===== src/rtl/im_fetch_ctrl_pkg.sv =====
// Shared constants for the instruction-fetch sequencer: next-PC selects,
// FSM state encodings and the default boot address.
package im_fetch_ctrl_pkg;

  localparam logic [31:0] DEF_RESET_PC = 32'h0000_3000;

  localparam logic [1:0] NPC_PC4 = 2'b00;
  localparam logic [1:0] NPC_BR  = 2'b01;
  localparam logic [1:0] NPC_J   = 2'b10;
  localparam logic [1:0] NPC_JR  = 2'b11;

  localparam logic [1:0] ST_BOOT  = 2'd0;
  localparam logic [1:0] ST_RUN   = 2'd1;
  localparam logic [1:0] ST_STALL = 2'd2;
  localparam logic [1:0] ST_HALT  = 2'd3;

endpackage


===== src/rtl/im_fetch_ctrl_if.sv =====
// Read port of the synchronous instruction memory: request and word index
// go out, data returns one cycle after the request.
interface im_fetch_ctrl_if #(
  parameter int ADDR_W = 10
);
  logic              im_req;
  logic [ADDR_W-1:0] im_addr;
  logic [31:0]       im_rdata;

  modport master (output im_req, output im_addr, input im_rdata);
  modport slave  (input im_req, input im_addr, output im_rdata);
endinterface


===== src/rtl/im_fetch_ctrl_npc_calc.sv =====
// Combinational next-PC selection for the instruction currently in decode,
// plus a flag telling whether that target lies inside the instruction memory.
module im_fetch_ctrl_npc_calc
  import im_fetch_ctrl_pkg::*;
#(
  parameter logic [31:0] RESET_PC = DEF_RESET_PC,
  parameter int          ADDR_W   = 10
) (
  input  logic [31:0] pc,
  input  logic [1:0]  npc_sel,
  input  logic        branch_taken,
  input  logic [15:0] im16,
  input  logic [25:0] im26,
  input  logic [31:0] ra_val,
  output logic [31:0] next_pc,
  output logic        legal
);

  localparam logic [32:0] SPAN = 33'd4 << ADDR_W;

  logic [31:0] pc4;
  logic [31:0] br_off;
  logic [32:0] tgt_ext;

  assign pc4    = pc + 32'd4;
  assign br_off = {{14{im16[15]}}, im16, 2'b00};

  always_comb begin
    // NOTE: default assignment first so every path drives next_pc and no latch is inferred.
    next_pc = pc4;
    case (npc_sel)
      NPC_BR:  next_pc = branch_taken ? pc4 + br_off : pc4;
      NPC_J:   next_pc = {pc4[31:28], im26, 2'b00};
      NPC_JR:  next_pc = ra_val;
      default: next_pc = pc4;
    endcase
  end

  // Widened compare so the upper bound cannot wrap.
  assign tgt_ext = {1'b0, next_pc};
  assign legal   = (next_pc[1:0] == 2'b00) &&
                   (tgt_ext >= {1'b0, RESET_PC}) &&
                   (tgt_ext <  {1'b0, RESET_PC} + SPAN);

endmodule


===== src/rtl/im_fetch_ctrl.sv =====
// Fetch sequencer: owns the PC, issues 1-cycle-latency reads, holds the
// fetched word across stalls and halts permanently on an illegal target.
module im_fetch_ctrl
  import im_fetch_ctrl_pkg::*;
#(
  parameter logic [31:0] RESET_PC = DEF_RESET_PC,
  parameter int          ADDR_W   = 10
) (
  input  logic                  clk,
  input  logic                  reset,
  input  logic                  stall,
  input  logic [1:0]            npc_sel,
  input  logic                  branch_taken,
  input  logic [15:0]           im16,
  input  logic [25:0]           im26,
  input  logic [31:0]           ra_val,
  im_fetch_ctrl_if.master       mem,
  output logic [31:0]           instr,
  output logic                  instr_valid,
  output logic [31:0]           pc,
  output logic [31:0]           pc8,
  output logic                  halted,
  output logic [31:0]           retired_cnt
);

  logic [1:0]  state;
  logic [31:0] hold_reg;
  logic [31:0] next_pc;
  logic [31:0] tgt;
  logic [31:0] tgt_off;
  logic        legal;
  logic        active;
  logic        advance;

  im_fetch_ctrl_npc_calc #(
    .RESET_PC (RESET_PC),
    .ADDR_W   (ADDR_W)
  ) u_npc_calc (
    .pc           (pc),
    .npc_sel      (npc_sel),
    .branch_taken (branch_taken),
    .im16         (im16),
    .im26         (im26),
    .ra_val       (ra_val),
    .next_pc      (next_pc),
    .legal        (legal)
  );

  assign active      = (state == ST_RUN) || (state == ST_STALL);
  assign advance     = active && !stall;
  assign instr_valid = active;
  assign pc8         = pc + 32'd8;

  always_comb begin
    instr = '0;
    if (state == ST_RUN)        instr = mem.im_rdata;
    else if (state == ST_STALL) instr = hold_reg;
  end

  always_comb begin
    tgt = next_pc;
    if (state == ST_BOOT) tgt = RESET_PC;
  end

  assign tgt_off     = tgt - RESET_PC;
  assign mem.im_addr = ADDR_W'(tgt_off >> 2);
  // Gated with reset so the read port is quiet while reset is held.
  assign mem.im_req  = reset && ((state == ST_BOOT) || (advance && legal));

  // NOTE: sequential state uses non-blocking assignments so all flops update together at the edge.
  always_ff @(posedge clk or negedge reset) begin
    if (!reset) begin
      state       <= ST_BOOT;
      pc          <= RESET_PC;
      hold_reg    <= '0;
      retired_cnt <= '0;
      halted      <= 1'b0;
    end else begin
      case (state)
        ST_BOOT: state <= ST_RUN;
        ST_RUN, ST_STALL: begin
          if (stall) begin
            // Memory output is only valid for one cycle; capture it on stall entry.
            if (state == ST_RUN) hold_reg <= mem.im_rdata;
            state <= ST_STALL;
          end else begin
            retired_cnt <= retired_cnt + 32'd1;
            if (legal) begin
              pc    <= next_pc;
              state <= ST_RUN;
            end else begin
              halted <= 1'b1;
              state  <= ST_HALT;
            end
          end
        end
        default: state <= ST_HALT;
      endcase
    end
  end

endmodule


===== src/flat_wrapper.sv =====
// flat-port wrapper written by rule: the top's interface ports become plain ports
module im_fetch_ctrl_flat import im_fetch_ctrl_pkg::*;
#(
  parameter logic [31:0] RESET_PC = DEF_RESET_PC,
  parameter int          ADDR_W   = 10
)
  (clk, reset, stall, npc_sel, branch_taken, im16, im26, ra_val, instr, instr_valid, pc, pc8, halted, retired_cnt, mem_im_req, mem_im_addr, mem_im_rdata);
  im_fetch_ctrl_if #(.ADDR_W(ADDR_W)) mem_i ();
  input  logic clk;
  input  logic reset;
  input  logic stall;
  input  logic [1:0] npc_sel;
  input  logic branch_taken;
  input  logic [15:0] im16;
  input  logic [25:0] im26;
  input  logic [31:0] ra_val;
  output logic [31:0] instr;
  output logic instr_valid;
  output logic [31:0] pc;
  output logic [31:0] pc8;
  output logic halted;
  output logic [31:0] retired_cnt;
  output wire logic [$bits(mem_i.im_req)-1:0] mem_im_req;
  output wire logic [$bits(mem_i.im_addr)-1:0] mem_im_addr;
  input wire logic [$bits(mem_i.im_rdata)-1:0] mem_im_rdata;
  assign mem_im_req = mem_i.im_req;
  assign mem_im_addr = mem_i.im_addr;
  assign mem_i.im_rdata = mem_im_rdata;
  im_fetch_ctrl #(.RESET_PC(RESET_PC), .ADDR_W(ADDR_W)) u_core (.clk(clk), .reset(reset), .stall(stall), .npc_sel(npc_sel), .branch_taken(branch_taken), .im16(im16), .im26(im26), .ra_val(ra_val), .mem(mem_i), .instr(instr), .instr_valid(instr_valid), .pc(pc), .pc8(pc8), .halted(halted), .retired_cnt(retired_cnt));
endmodule

===== config.mk =====
export PLATFORM = sky130hd
export DESIGN_NAME = im_fetch_ctrl_flat
export DESIGN_NICKNAME = d
export VERILOG_FILES = /design/src/rtl/im_fetch_ctrl_pkg.sv /design/src/rtl/im_fetch_ctrl_if.sv /design/src/rtl/im_fetch_ctrl_npc_calc.sv /design/src/rtl/im_fetch_ctrl.sv /design/src/flat_wrapper.sv
export SDC_FILE = /design/constraint.sdc
export NUM_CORES = 1
export LEC_CHECK = 0
export CAP_MARGIN = 20
export CORE_ASPECT_RATIO = 1.25
export CORE_MARGIN = 1
export CORE_UTILIZATION = 53
export DETAILED_ROUTE_END_ITERATION = 10
export MAX_ROUTING_LAYER = met4
export PLACE_DENSITY_LB_ADDON = 0.15
export SYNTH_ARGS = -nofsm -noshare
export SYNTH_HDL_FRONTEND = slang
export SYNTH_SLANG_ARGS = --single-unit

===== constraint.sdc =====
create_clock -name clk -period 10.1 [get_ports clk]
set_input_delay 1.01 -clock clk [delete_from_list [all_inputs] [get_ports clk]]
set_output_delay 1.01 -clock clk [all_outputs]
set_load 0.05 [all_outputs]

=== Yosys cells after proc, flatten, opt, wreduce, memory -nomap -nowiden ===
Cells that the tools add are included.

* Output and inout bits: 141
* Logic and storage cells: 42
* Input bits: 112
* Register bits after elaboration: 99

* Reduce and logical (&&, ||, !) cells: 15
* Equal/unequal tests: 5
* Multiplexer cells: 8
* $lt $le $gt $ge: 2
* Bitwise gates (word level): 2
* $add $sub $neg: 5

{| class="wikitable"
|+ Operators by type and width
! operator !! number
|-
| 2-to-1 mux 32 bit || 3
|-
| case mux 32 bit (3 select lines) || 1
|-
| adder 32 x 1 -> 32 bit, second input constant || 1
|-
| adder 32 x 3 -> 32 bit, second input constant || 1
|-
| adder 32 bit || 1
|-
| adder 32 x 4 -> 32 bit, second input constant || 1
|-
| greater-or-equal comparator 32 x 14 -> 1 bit, second input constant || 1
|-
| < comparator 32 x 15 -> 1 bit, second input constant || 1
|-
| 2-to-1 mux 12 bit || 1
|-
| subtractor 12 x 1 -> 12 bit, second input constant || 1
|-
| AND reduction 3 bit || 3
|-
| == test 2 bit, second input constant || 3
|-
| logical AND 1 bit || 5
|-
| == test 2 x 1 -> 1 bit, second input constant || 2
|-
| zero test 2 bit || 2
|-
| 2-to-1 mux 2 bit || 2
|-
| case mux 2 bit (2 select lines) || 1
|-
| logical OR 1 bit || 2
|-
| NOT 1 bit || 2
|-
| AND reduction 2 bit || 1
|-
| OR reduction 2 bit || 1
|-
| zero test 1 bit || 1
|}

=== Depth between registers and ports, before layout ===
Gate-level depths: netlist of run 1.

* Word-level depth: 10
* Mapped depth: 20
* Mapped depth without buffers: 16

=== Modules after synthesis ===
A second synthesis of run 1 with hierarchy kept.

* Cells, all modules: 1015
* Area total of the unflattened synthesis: 8436.8 um^2

{| class="wikitable"
|+ By module, submodules not included
! module !! sequential area each (um^2) !! instances !! area each (um^2) !! cells each
|-
| im_fetch_ctrl || 2479.9 || 1 || 5032.3 || 485
|-
| im_fetch_ctrl_npc_calc || 0.0 || 1 || 3404.5 || 530
|}

=== Worst setup path after synthesis of run 1 ===
OpenSTA, ideal clock, no wires.

* Path type: reg2out
* Start: register u_core.pc[4]
* End: output port mem_im_req
* Setup slack: 3.852 ns
* Buffers on the path: 4
* Required time: 9.090 ns
* Arrival: 5.238 ns
* Cell stages (with the launch flop): 20
* Cell sequence: dfrtp_1 ha_1 clkbuf_1 nand3_1 nor4_2 nand4_1 xnor2_1 ha_1 buf_2 nand2_1 nor4_1 nand2_1 a211oi_1 o22ai_1 or4b_1 nor4b_2 and4_1 buf_4 buf_4 o21a_1

* Word-level cells in the longest chain between the ends: 10
* Elaborated cells on any way between the ends: 11
* Those cells by class: 2 x add/sub; 2 x order compare; 2 x mux; 5 x reduce/logical

{| class="wikitable"
|+ RTL lines
! item !! line !! text
|-
| from (decl) || im_fetch_ctrl.sv:20 || <nowiki>output logic [31:0] pc,</nowiki>
|-
| from (signal assigned) || im_fetch_ctrl.sv:89 || <nowiki>pc <= next_pc;</nowiki>
|-
| adder 32 x 3 -> 32 bit * || im_fetch_ctrl_npc_calc.sv:25 || <nowiki>assign pc4 = pc + 32'd4;</nowiki>
|-
| adder 32 bit || im_fetch_ctrl_npc_calc.sv:32 || <nowiki>NPC_BR: next_pc = branch_taken ? pc4 + br_off : pc4;</nowiki>
|-
| 2-to-1 mux 32 bit || im_fetch_ctrl_npc_calc.sv:32 ||
|-
| case mux 32 bit (3 select lines) * || im_fetch_ctrl_npc_calc.sv:31 || <nowiki>case (npc_sel)</nowiki>
|-
| greater-or-equal comparator 32 x 14 -> 1 bit || im_fetch_ctrl_npc_calc.sv:42 || <nowiki>(tgt_ext >= {1'b0, RESET_PC}) &&</nowiki>
|-
| logical AND 1 bit || im_fetch_ctrl_npc_calc.sv:41 || <nowiki>assign legal = (next_pc[1:0] == 2'b00) &&</nowiki>
|-
| logical AND 1 bit * || im_fetch_ctrl_npc_calc.sv:42 ||
|-
| logical AND 1 bit * || im_fetch_ctrl.sv:68 || <nowiki>assign mem.im_req = reset && ((state == ST_BOOT) || (advance && legal));</nowiki>
|-
| logical OR 1 bit * || im_fetch_ctrl.sv:68 ||
|-
| logical AND 1 bit * || im_fetch_ctrl.sv:68 ||
|-
| to (decl) || flat_wrapper.sv:23 || <nowiki>output wire logic [$bits(mem_i.im_req)-1:0] mem_im_req;</nowiki>
|}

Mark *: on every way between the ends. The rest lies on a longest branch, timed or not.

=== Final worst setup path of run 1 ===
* Start: register u_core.pc[2]
* End: output port mem_im_req

The elaborated chain is that of the path after synthesis.

==> flow_summary_export.csv, run 1 <==
group,metric,value,unit
status,status,"finished, final reports clean",
global_route,grt-ovfl-total,0,
timing,worst-slew-pin-transition,0.919,ns
setup_path,cp_cell_sequence,"ha_1 > nand3_1 > nor4_2 > nand3_1 > xnor2_1 > ha_1 > nand2_1 > nor4_1 > nand2_1 > a211oi_1 > o22ai_1 > or4b_1 > nor4b_2 > and4_1 > buf_4 > o21a_1 > clkdlybuf4s50_1",
timing,max_slew_margin,0.387,
route,viasPerCell,6.12,
setup_path,setup.worst_path.start,"u_core.pc[2]",
global_route,antenna_found_initial,0,
logic_synthesis,syn-num-nets,1129,
power_and_ir_drop,power.density,91.3,nW/um^2
placed_design,place_congestion,0.974,
cts,cts_sinks,99,
logic_synthesis,synth_cells,976,
power_and_ir_drop,combPwrFrac,0.243,
power_and_ir_drop,power.net_switching,0.000310,W
cts,h-tree-depth,3,
finish,multi_input_area,5620,um^2
power_and_ir_drop,p_leak,4.93,nW
timing,setup_viol,0,
timing,layout_min_cycle_time,7.97,ns
timing,fin_setup_tns,0,ns
timing,fin_ws,2.13,ns
setup_path,crit_path_max_incr_delay,0.81,ns
timing,hold_viol_final,0,
finish,area_delta_synth_final,34.6,%
timing,final.period_utilization,0.789,
cts,post_cts_resized,0,
power_and_ir_drop,p_total,0.00104,W
route,vias,8569,
timing,max_freq,126,MHz
cts,cts_buffers,9,
global_route,grt_first_pass_wirelength,44100,um
route,wl_per_cell,20.9,um
finish,drive_gt1_frac,0.0757,
timing,clock_skew,0.00844,ns
power_and_ir_drop,p_sw_frac,0.298,
setup_path,cp_max_fo,34,
finish,ff_latch_area,2480,um^2
route,drt_iter0_drc,619,
power_and_ir_drop,intPower,0.000731,W
floorplan,coreArea,15600,um^2
finish,diodes,0,
finish,fill_cells,1178,
cts,ctsLongestPathBuffers,2,
logic_synthesis,ys_ff_latch,99,
logic_synthesis,async_reset_ff_frac,1.00,
logic_synthesis,synth_cell_types,81,
cts,root_buffer,"clkbuf_16",
cts,postCtsHoldBufs,0,
cts,clk_latency,0.34,ns
logic_synthesis,avgSynthCellArea,8.69,um^2
route,drc,0,
floorplan,num_io_pins,253,
setup_path,rr_startpoint,"u_core.pc[2]",
cts,path_clk_slew,0.07,ns
global_route,grt_usage,0.360,
route,routed_wirelength,29300,um
route,drtPass1Iterations,5,
finish,nNetsFinal,1337,
cts,cts_tree,"built",
job,cap_violations,0,
finish,layout_commonest_cell,"clkdlybuf4s50_1",
placed_design,dpl.hpwl,22400,um
floorplan,die_area,16500,um^2
placed_design,pre_cts_slack,2.70,ns
logic_synthesis,yosys_warnings,0,
setup_path,criticalPathCategory,"flip-flop to output pin",
route,ant_nets,0,
placed_design,io_buffers,252,
setup_path,cp-start-kind,"flip-flop",
cts,cts_setup_buffers,0,
setup_path,crit_required,9.09,ns
power_and_ir_drop,ir_drop,0.0700,mV
min_path,min_from,"u_core.retired_cnt[24]",
floorplan,rows,51,
global_route,grt_max_degree,75,
logic_synthesis,synth_edf_count,0,
finish,final_cell_mix,"251 x clkdlybuf4s50_1, 97 x dfrtp_1, 94 x nand2_1, 69 x xnor2_1, 61 x a21oi_1",
global_route,grt_pass1_vias,8270,
power_and_ir_drop,seqPwrFrac,0.400,
floorplan,die_h,143,um
min_path,hold_path.class,"flip-flop to flip-flop",
floorplan,die_x,115,um
logic_synthesis,ys_seq_area_frac,0.293,
timing,rsz0062_at_grt,"false",
setup_path,critPathSlowestCell,"clkdlybuf4s50_1",
logic_synthesis,syn_area,8480,um^2
setup_path,worstPathArrival,6.96,ns
floorplan,start_util,0.542,
power_and_ir_drop,clock_power_share,0.356,
timing,drv_slew,0,
setup_path,cp-end-kind,"output pin",
logic_synthesis,synthFlopType,"dfrtp_1",
==> worst max-delay path: cells and delay by family, from the launching register on <==
kind / cells / cell delay, ns
adder cells (fa/ha/maj): 2 / 0.71
XOR/XNOR: 1 / 0.20
flip-flops: 1 / 0.67
AO/OA/AOI/OAI: 3 / 0.55
buffers and inverters: 2 / 1.17
AND/OR/NAND/NOR: 9 / 3.30
==> metal layers <==
layer / track usage / share of wire
met5: - / 0
met4: 0.168 / 0.041
met3: 0.0527 / 0.066
met2: 0.631 / 0.52
met1: 0.401 / 0.38
==> power by group through the flow <==
stage,sequential [W],combinational (W),clock (W)
6_report,0.000417,0.000254,0.000371
4_1_cts,0.000417,0.000251,0.000375
3_3_place_gp,0.000423,0.000244,0
5_1_grt,0.000418,0.000270,0.000391
2_1_floorplan,0.000450,0.000107,0
3_5_place_dp,0.000424,0.000248,0
==> layout make-up <==
type,instances,area share
clock buffers,9,0.0197
clock inverters,7,0.00877
inverters,22,0.00724
multi-input cells,788,0.493
flip-flops and latches,99,0.217
well taps,212,0.0233
repair buffers,264,0.231
==> worst paths after layout <==
path	to	slack, ns	cells after the start
setup / recovery	mem_im_req	2.13	17
hold / removal	u_core.retired_cnt[24]	0.49	1
setup reg to reg	u_core.pc[8]	4.02	16
hold reg to reg	u_core.retired_cnt[24]	0.49	1
max in group asynchronous	u_core.hold_reg[22]	8.29	2
min in group asynchronous	u_core.pc[9]	0.57	1
==> cell families (layout without fill, tap and decap cells) <==
| logic type | Yosys count | count (layout) | share of synthesized area |
|---|---|---|---|
| buffers and inverters | 89 | 302 | 0.0443 |
| multiplexers | 63 | 63 | 0.0897 |
| flip-flops | 99 | 99 | 0.293 |
| adder cells (fa/ha/maj) | 41 | 41 | 0.0614 |
| XOR/XNOR | 103 | 103 | 0.106 |
| AND/OR/NAND/NOR | 341 | 341 | 0.213 |
| AO/OA/AOI/OAI | 240 | 240 | 0.193 |
==> cell usage after synthesis, types with 4 or more instances <==
cell / count / area [um^2]
nor3_1: 9 / 45.0
and4_1: 10 / 87.6
mux2_2: 36 / 405
nand2_1: 94 / 353
nor4_1: 8 / 50.1
buf_1: 8 / 30.0
dfrtp_1: 97 / 2430
clkbuf_1: 41 / 154
a22o_1: 31 / 272
nand2b_1: 5 / 31.3
nor2b_1: 30 / 188
o21ai_0: 37 / 185
and3_1: 15 / 93.8
nand4_1: 31 / 194
xor2_1: 34 / 298
a31oi_1: 8 / 50.1
nand3_1: 37 / 185
or3_1: 4 / 25.0
o21a_1: 5 / 37.5
mux2i_1: 13 / 130
o21bai_1: 5 / 37.5
and2_1: 12 / 75.1
mux4_2: 6 / 135
o211ai_1: 10 / 75.1
buf_4: 5 / 37.5
a211oi_1: 10 / 75.1
ha_1: 40 / 500
a21o_1: 11 / 82.6
a21oi_1: 61 / 305
xnor2_1: 69 / 604
inv_1: 22 / 82.6
buf_2: 11 / 55.1
nor3b_1: 4 / 30.0
o21ai_1: 8 / 40.0
a22oi_1: 5 / 37.5
a221oi_1: 7 / 61.3
nor2_1: 60 / 225
mux2_1: 8 / 90.1
==> per-stage QoR <==
step | std cells | util | hold WS (ns) | area, um^2
after floorplan | 976 | - | 0.480 | 8480
after global placement | 1384 | 0.707 | 0.461 | 11100
after detailed placement | 1385 | 0.709 | 0.481 | 11100
after CTS | 1401 | 0.730 | 0.493 | 11400
after global routing | 1401 | 0.730 | 0.515 | 11400
final | 1401 | 0.730 | 0.491 | 11400
Power figures use the tool's default switching activity.
==> inputs of run 2 (changes only) <==
CORE_UTILIZATION = 49   (was 53)
clock period = 8 ns   (was 10.1 ns; I/O delays follow)
==> run 2 against run 1 <==
Effect of this change:
- clock skew is 0.0029 ns higher
- final area down 0.31%
- core utilization decreased by 5.4 points
- sequential share of layout area increased by 0.067 points
- via count fell by 1.9%
- total power increased by 22%
- hold slack lost 0.12 ns
- cell count grew 0.64%
- combinational power grew 24%
==> flow_summary_export.csv, run 2 (synthesis results as in run 1) <==
group,metric,value,unit
route,viasPerCell,5.96,
route,wl_per_cell,20.0,um
route,vias,8403,
route,drt_iter0_drc,531,
cts,cts_setup_buffers,0,
timing,hold_viol_final,0,
power_and_ir_drop,seqPwrFrac,0.415,
finish,area_delta_synth_final,34.2,%
placed_design,place_area,11100,um^2
timing,max_freq,139,MHz
floorplan,die_h,149,um
min_path,hold_path.class,"input port to async pin",
route,drc,0,
global_route,grt_use_met1,0.370,
timing,final.period_utilization,0.902,
floorplan,die_area,17800,um^2
placed_design,dpl.hpwl,22400,um
floorplan,coreArea,16800,um^2
finish,final_cell_mix,"251 x clkdlybuf4s50_1, 97 x dfrtp_1, 94 x nand2_1, 69 x xnor2_1, 61 x a21oi_1",
global_route,top_usage_layer,"met2",
global_route,grt_usage,0.325,
placed_design,dp.cells,1393,
setup_path,r2r_end,"u_core.pc[4]",
finish,final_design_area_no_fill,11400,um^2
power_and_ir_drop,p_sw_frac,0.312,
setup_path,crit_required,7.20,ns
setup_path,criticalPathCategory,"flip-flop to output pin",
placed_design,io_buffers,252,
timing,worst-slew-pin-transition,0.926,ns
global_route,grt-ovfl-total,0,
placed_design,place_congestion,0.989,
cts,ctsLongestPathBuffers,2,
power_and_ir_drop,p_total,0.00127,W
cts,cts_sinks,99,
power_and_ir_drop,intPower,0.000871,W
setup_path,cp_max_fo,9,
timing,drv_slew,0,
setup_path,cp-end-kind,"output pin",
power_and_ir_drop,combPwrFrac,0.249,
power_and_ir_drop,p_leak,4.91,nW
floorplan,die_x,120,um
finish,layout_commonest_cell,"clkdlybuf4s50_1",
setup_path,rr_startpoint,"u_core.pc[4]",
route,ant_nets,0,
global_route,use_met2,0.557,
power_and_ir_drop,ir_drop,0.121,mV
setup_path,reg2reg_depth,16,
floorplan,num_io_pins,253,
cts,cts_tree,"built",
global_route,use_met3,0.0528,
cts,cts_buffers,9,
cts,clk_latency,0.34,ns
timing,rsz0062_at_grt,"false",
cts,post_cts_resized,0,
cts,path_clk_slew,0.08,ns
timing,fin_setup_tns,0,ns
power_and_ir_drop,power.density,111,nW/um^2
timing,clock_skew,0.0113,ns
finish,drive_gt1_frac,0.0765,
setup_path,rrSetupSlack,1.98,ns
floorplan,start_util,0.503,
cts,postCtsHoldBufs,0,
cts,root_buffer,"clkbuf_16",
global_route,grt_first_pass_wirelength,43700,um
timing,setup_viol,0,
global_route,antenna_found_initial,0,
status,status,"finished, final reports clean",
setup_path,cp-start-kind,"flip-flop",
cts,h-tree-depth,3,
power_and_ir_drop,clock_power_share,0.336,
setup_path,worstPathArrival,6.42,ns
route,drtPass1Iterations,5,
job,cap_violations,0,
timing,max_slew_margin,0.380,
finish,fin_cells,1410,
floorplan,rows,53,
timing,layout_min_cycle_time,7.22,ns
finish,nNetsFinal,1338,
route,routed_wirelength,28200,um
power_and_ir_drop,power.net_switching,0.000395,W
finish,diodes,0,
global_route,grt_max_degree,70,
global_route,grt_pass1_vias,8138,
## run 2: changes by cell type in the layout (fill, tap and decap cells not counted)
cell	before	now
clkinvlp_4	0	1
clkinv_2	1	0
bufinv_16	2	0
inv_8	0	2
clkinv_4	3	1
buf_4	12	13
clkbuf_2	0	1
clkbuf_8	0	1
inv_6	1	2
buf_16	1	0
## run 2: area by class of cell
type / instances / area, um^2
inverters: 22 / 82.6
flip-flops and latches: 99 / 2480
multi-input cells: 788 / 5620
repair buffers: 265 / 2620
clock buffers: 10 / 239
well taps: 220 / 275
clock inverters: 6 / 56.3
fillers: 1447 / 5470
## run 2: worst max-delay path by stage
stage / start / endpoint / slack (ns)
6_report: u_core.pc[4] / mem_im_req / 0.78
5_1_grt: u_core.pc[4] / mem_im_req / 0.29
4_1_cts: u_core.pc[4] / mem_im_req / 0.81
3_5_place_dp: u_core.pc[4] / mem_im_req / 1.18
3_3_place_gp: u_core.pc[2] / mem_im_req / 1.24
2_1_floorplan: u_core.pc[4] / mem_im_req / 1.96
## run 2: critical path, cell delays in order, from the launching register on
cell	delay, ns
dfrtp_1	0.44
ha_1	0.34
nand3_1	0.27
nor4_2	0.67
nand4_1	0.20
xnor2_1	0.19
ha_1	0.46
nand2_1	0.13
nor4_1	0.76
nand2_1	0.11
a211oi_1	0.24
o22ai_1	0.11
or4b_1	0.56
nor4b_2	0.33
and4_1	0.33
o21a_1	0.13
clkdlybuf4s50_1	0.79
## run 2: through the flow
| step | hold WS, ns | worst slack, ns | util |
|---|---|---|---|
| after floorplan | 0.480 | 1.96 | - |
| after global placement | 0.461 | 1.24 | 0.657 |
| after detailed placement | 0.488 | 1.18 | 0.657 |
| after CTS | 0.386 | 0.807 | 0.675 |
| after global routing | 0.401 | 0.288 | 0.675 |
| final | 0.373 | 0.782 | 0.675 |
## run 2: metal layers
metal / up-vias / wire length [um]
met4: 0 / 1320
li1: 3994 / -
met5: - / 0
met1: 4029 / 11100
met3: 69 / 1630
met2: 311 / 14100
## run 2: power groups by stage
stage	Clock [W]	Combinational, W	Sequential [W]
2_1_floorplan	0	0.000136	0.000568
3_3_place_gp	0	0.000311	0.000534
3_5_place_dp	0	0.000312	0.000534
4_1_cts	0.000432	0.000314	0.000525
5_1_grt	0.000455	0.000337	0.000527
6_report	0.000425	0.000315	0.000525
==> inputs of run 3 (changes only) <==
SYNTH_HIERARCHICAL = 1   (was not set)
==> run 3 against run 2 <==
Effect of this change:
- worst setup slack gained 0.10 ns
- flip-flop and latch count unchanged
- synthesized area down 0.47%
- wire length shrank 1.3%
- hold slack better by 0.049 ns
- core utilization grew 0.69 points
- critical path type unchanged
- highest routed layer unchanged
==> flow_summary_export.csv, run 3 <==
group,metric,value,unit
finish,nNetsFinal,1394,
timing,hold_ws,0.423,ns
finish,diodes,0,
timing,rsz0062_at_grt,"false",
power_and_ir_drop,ir_drop,0.115,mV
power_and_ir_drop,p_leak,4.88,nW
global_route,grt_first_pass_wirelength,43400,um
logic_synthesis,synth_cells,1015,
cts,cts_buffers,9,
finish,fill_cells,1453,
route,drc,0,
cts,h-tree-depth,3,
logic_synthesis,ys_seq_area_frac,0.294,
logic_synthesis,avgSynthCellArea,8.31,um^2
route,viasPerCell,5.89,
route,vias,8647,
route,wl_per_cell,19.0,um
floorplan,start_util,0.501,
route,routed_wirelength,27800,um
cts,path_clk_slew,0.07,ns
floorplan,die_area,17800,um^2
route,ant_nets,0,
timing,clock_skew,0.00700,ns
logic_synthesis,synthTopCellsByArea,"dfrtp_1 29%, mux2_2 8.5%, nand2_1 6.4%",
global_route,antenna_found_initial,0,
logic_synthesis,ys_top_cells_by_count,"143 x nand2_1, 97 x dfrtp_1, 76 x o21ai_0",
timing,drv_slew,0,
placed_design,place_congestion,0.979,
timing,layout_min_cycle_time,7.12,ns
cts,ctsLongestPathBuffers,2,
timing,hold_viol_final,0,
placed_design,io_buffers,252,
placed_design,dpl.hpwl,21800,um
setup_path,crit_required,7.20,ns
global_route,grt_pass1_vias,8082,
logic_synthesis,syn-num-nets,1166,
cts,postCtsHoldBufs,0,
logic_synthesis,synth_edf_count,0,
timing,max_freq,141,MHz
floorplan,die_x,119,um
finish,drive_gt1_frac,0.0962,
logic_synthesis,syn_area,8440,um^2
logic_synthesis,yosys_warnings,6,
cts,clk_latency,0.34,ns
finish,layout_commonest_cell,"clkdlybuf4s50_1",
cts,post_cts_resized,0,
status,status,"finished, final reports clean",
logic_synthesis,ys_ff_latch,99,
cts,cts_setup_buffers,0,
timing,worst-slew-pin-transition,1.04,ns
global_route,grt_usage,0.322,
floorplan,die_h,149,um
min_path,hold_path.class,"input port to async pin",
job,cap_violations,0,
global_route,grt_max_degree,66,
route,drtPass1Iterations,5,
cts,cts_sinks,99,
setup_path,cp-start-kind,"flip-flop",
setup_path,cp_max_fo,8,
timing,fin_setup_tns,0,ns
finish,final_cell_mix,"251 x clkdlybuf4s50_1, 143 x nand2_1, 97 x dfrtp_1, 76 x o21ai_0",
logic_synthesis,synth.most_common_cell,"nand2_1",
setup_path,criticalPathCategory,"flip-flop to output pin",
logic_synthesis,synthFlopType,"dfrtp_1",
cts,cts_tree,"built",
floorplan,coreArea,16800,um^2
timing,max_slew_margin,0.305,
timing,final.period_utilization,0.889,
global_route,grt-ovfl-total,0,
logic_synthesis,synth_cell_types,77,
cts,root_buffer,"clkbuf_16",
floorplan,rows,53,
logic_synthesis,synth_top_cell_area_share,0.288,
logic_synthesis,yosysTopAreaCell,"dfrtp_1",
route,drt_iter0_drc,536,
power_and_ir_drop,power.density,115,nW/um^2
setup_path,cp-end-kind,"output pin",
timing,setup_viol,0,
finish,area_delta_synth_final,36.2,%
logic_synthesis,async_reset_ff_frac,1.00,
floorplan,num_io_pins,253,
setup_path,worstPathArrival,6.32,ns
## run 3: changes by cell type in the layout (fill, tap and decap cells not counted), moves of 8 or more
cell,change
a21oi_1,-8
xor2_1,+11
a22o_1,-31
nor2b_1,-15
inv_1,+11
nand3_1,+8
xnor2_1,-12
mux2_2,+28
nand2_1,+49
o21ai_0,+39
nor3_1,+10
mux2_1,-8
a211oi_1,-8
## run 3: cells by family after synthesis
| kind of cell | Yosys count | synth area share |
|---|---|---|
| XOR/XNOR | 103 | 0.108 |
| adder cells (fa/ha/maj) | 39 | 0.0587 |
| buffers and inverters | 80 | 0.0378 |
| flip-flops | 99 | 0.294 |
| AO/OA/AOI/OAI | 226 | 0.171 |
| multiplexers | 73 | 0.101 |
| AND/OR/NAND/NOR | 395 | 0.231 |
## run 3: power by group
part / leakage, nW / internal [W] / switching [W]
sequential: 1.34 / 0.000511 / 0.0000143
combinational: 3.39 / 0.000131 / 0.000178
clock: 0.160 / 0.000280 / 0.000202
## run 3: worst paths after layout
| check | from | endpoint | slack, ns | cells past startpoint |
|---|---|---|---|---|
| worst max-delay path | u_core/pc[12] | mem_im_req | 0.88 | 20 |
| worst min-delay path | reset | u_core/hold_reg[17] | 0.42 | 1 |
| worst max register to register | u_core/pc[12] | u_core/pc[0] | 2.03 | 20 |
| worst min register to register | u_core/halted | u_core/halted | 0.47 | 1 |
| max in group asynchronous | reset | u_core/retired_cnt[5] | 6.42 | 2 |
| min in group clk | u_core/halted | u_core/halted | 0.47 | 1 |
## run 3: routing by layer
| layer | vias to the layer above | GRT usage | routed length (um) |
|---|---|---|---|
| li1 | 4142 | - | - |
| met1 | 4131 | 0.384 | 11100 |
| met2 | 325 | 0.567 | 14200 |
| met3 | 49 | 0.0349 | 1630 |
| met4 | 0 | 0.109 | 845 |
| met5 | - | - | 0 |
## run 3: layout make-up
cell class / count / area [um^2] / area share
clock buffer: 9 / 225 / 0.0196
clock inverter: 7 / 108 / 0.00937
inverter: 33 / 124 / 0.0108
multi-input combinational: 836 / 5650 / 0.492
sequential: 99 / 2480 / 0.216
tap: 220 / 275 / 0.0240
timing repair buffer: 264 / 2630 / 0.229
## run 3: critical path, stage by stage (launching register included)
cell and delay, ns:
dfstp_2 0.62, nand4_1 0.16, or3_1 0.46, nor3_1 0.57, nand2_1 0.15, xnor2_1 0.33, ha_1 0.34, a211oi_1 0.27
o21ai_0 0.14, o211a_1 0.19, or3_1 0.37, o211ai_1 0.25, a2bb2oi_1 0.18, o21ai_0 0.16, a2111oi_2 0.25, nand4_1 0.17
nor3_2 0.16, inv_1 0.12, nor3_4 0.13, o21a_1 0.13, clkdlybuf4s50_1 0.83
## run 3: per-stage QoR
stage	utilization	std cells	instance area, um^2	setup slack, ns	total power (W)
floorplan	-	1015	8440	1.77	0.000695
global placement	0.661	1451	11100	1.42	0.000837
detailed placement	0.662	1452	11200	1.34	0.000841
CTS	0.682	1468	11500	0.953	0.00132
global route	0.682	1468	11500	0.353	0.00137
finish	0.682	1468	11500	0.884	0.00132
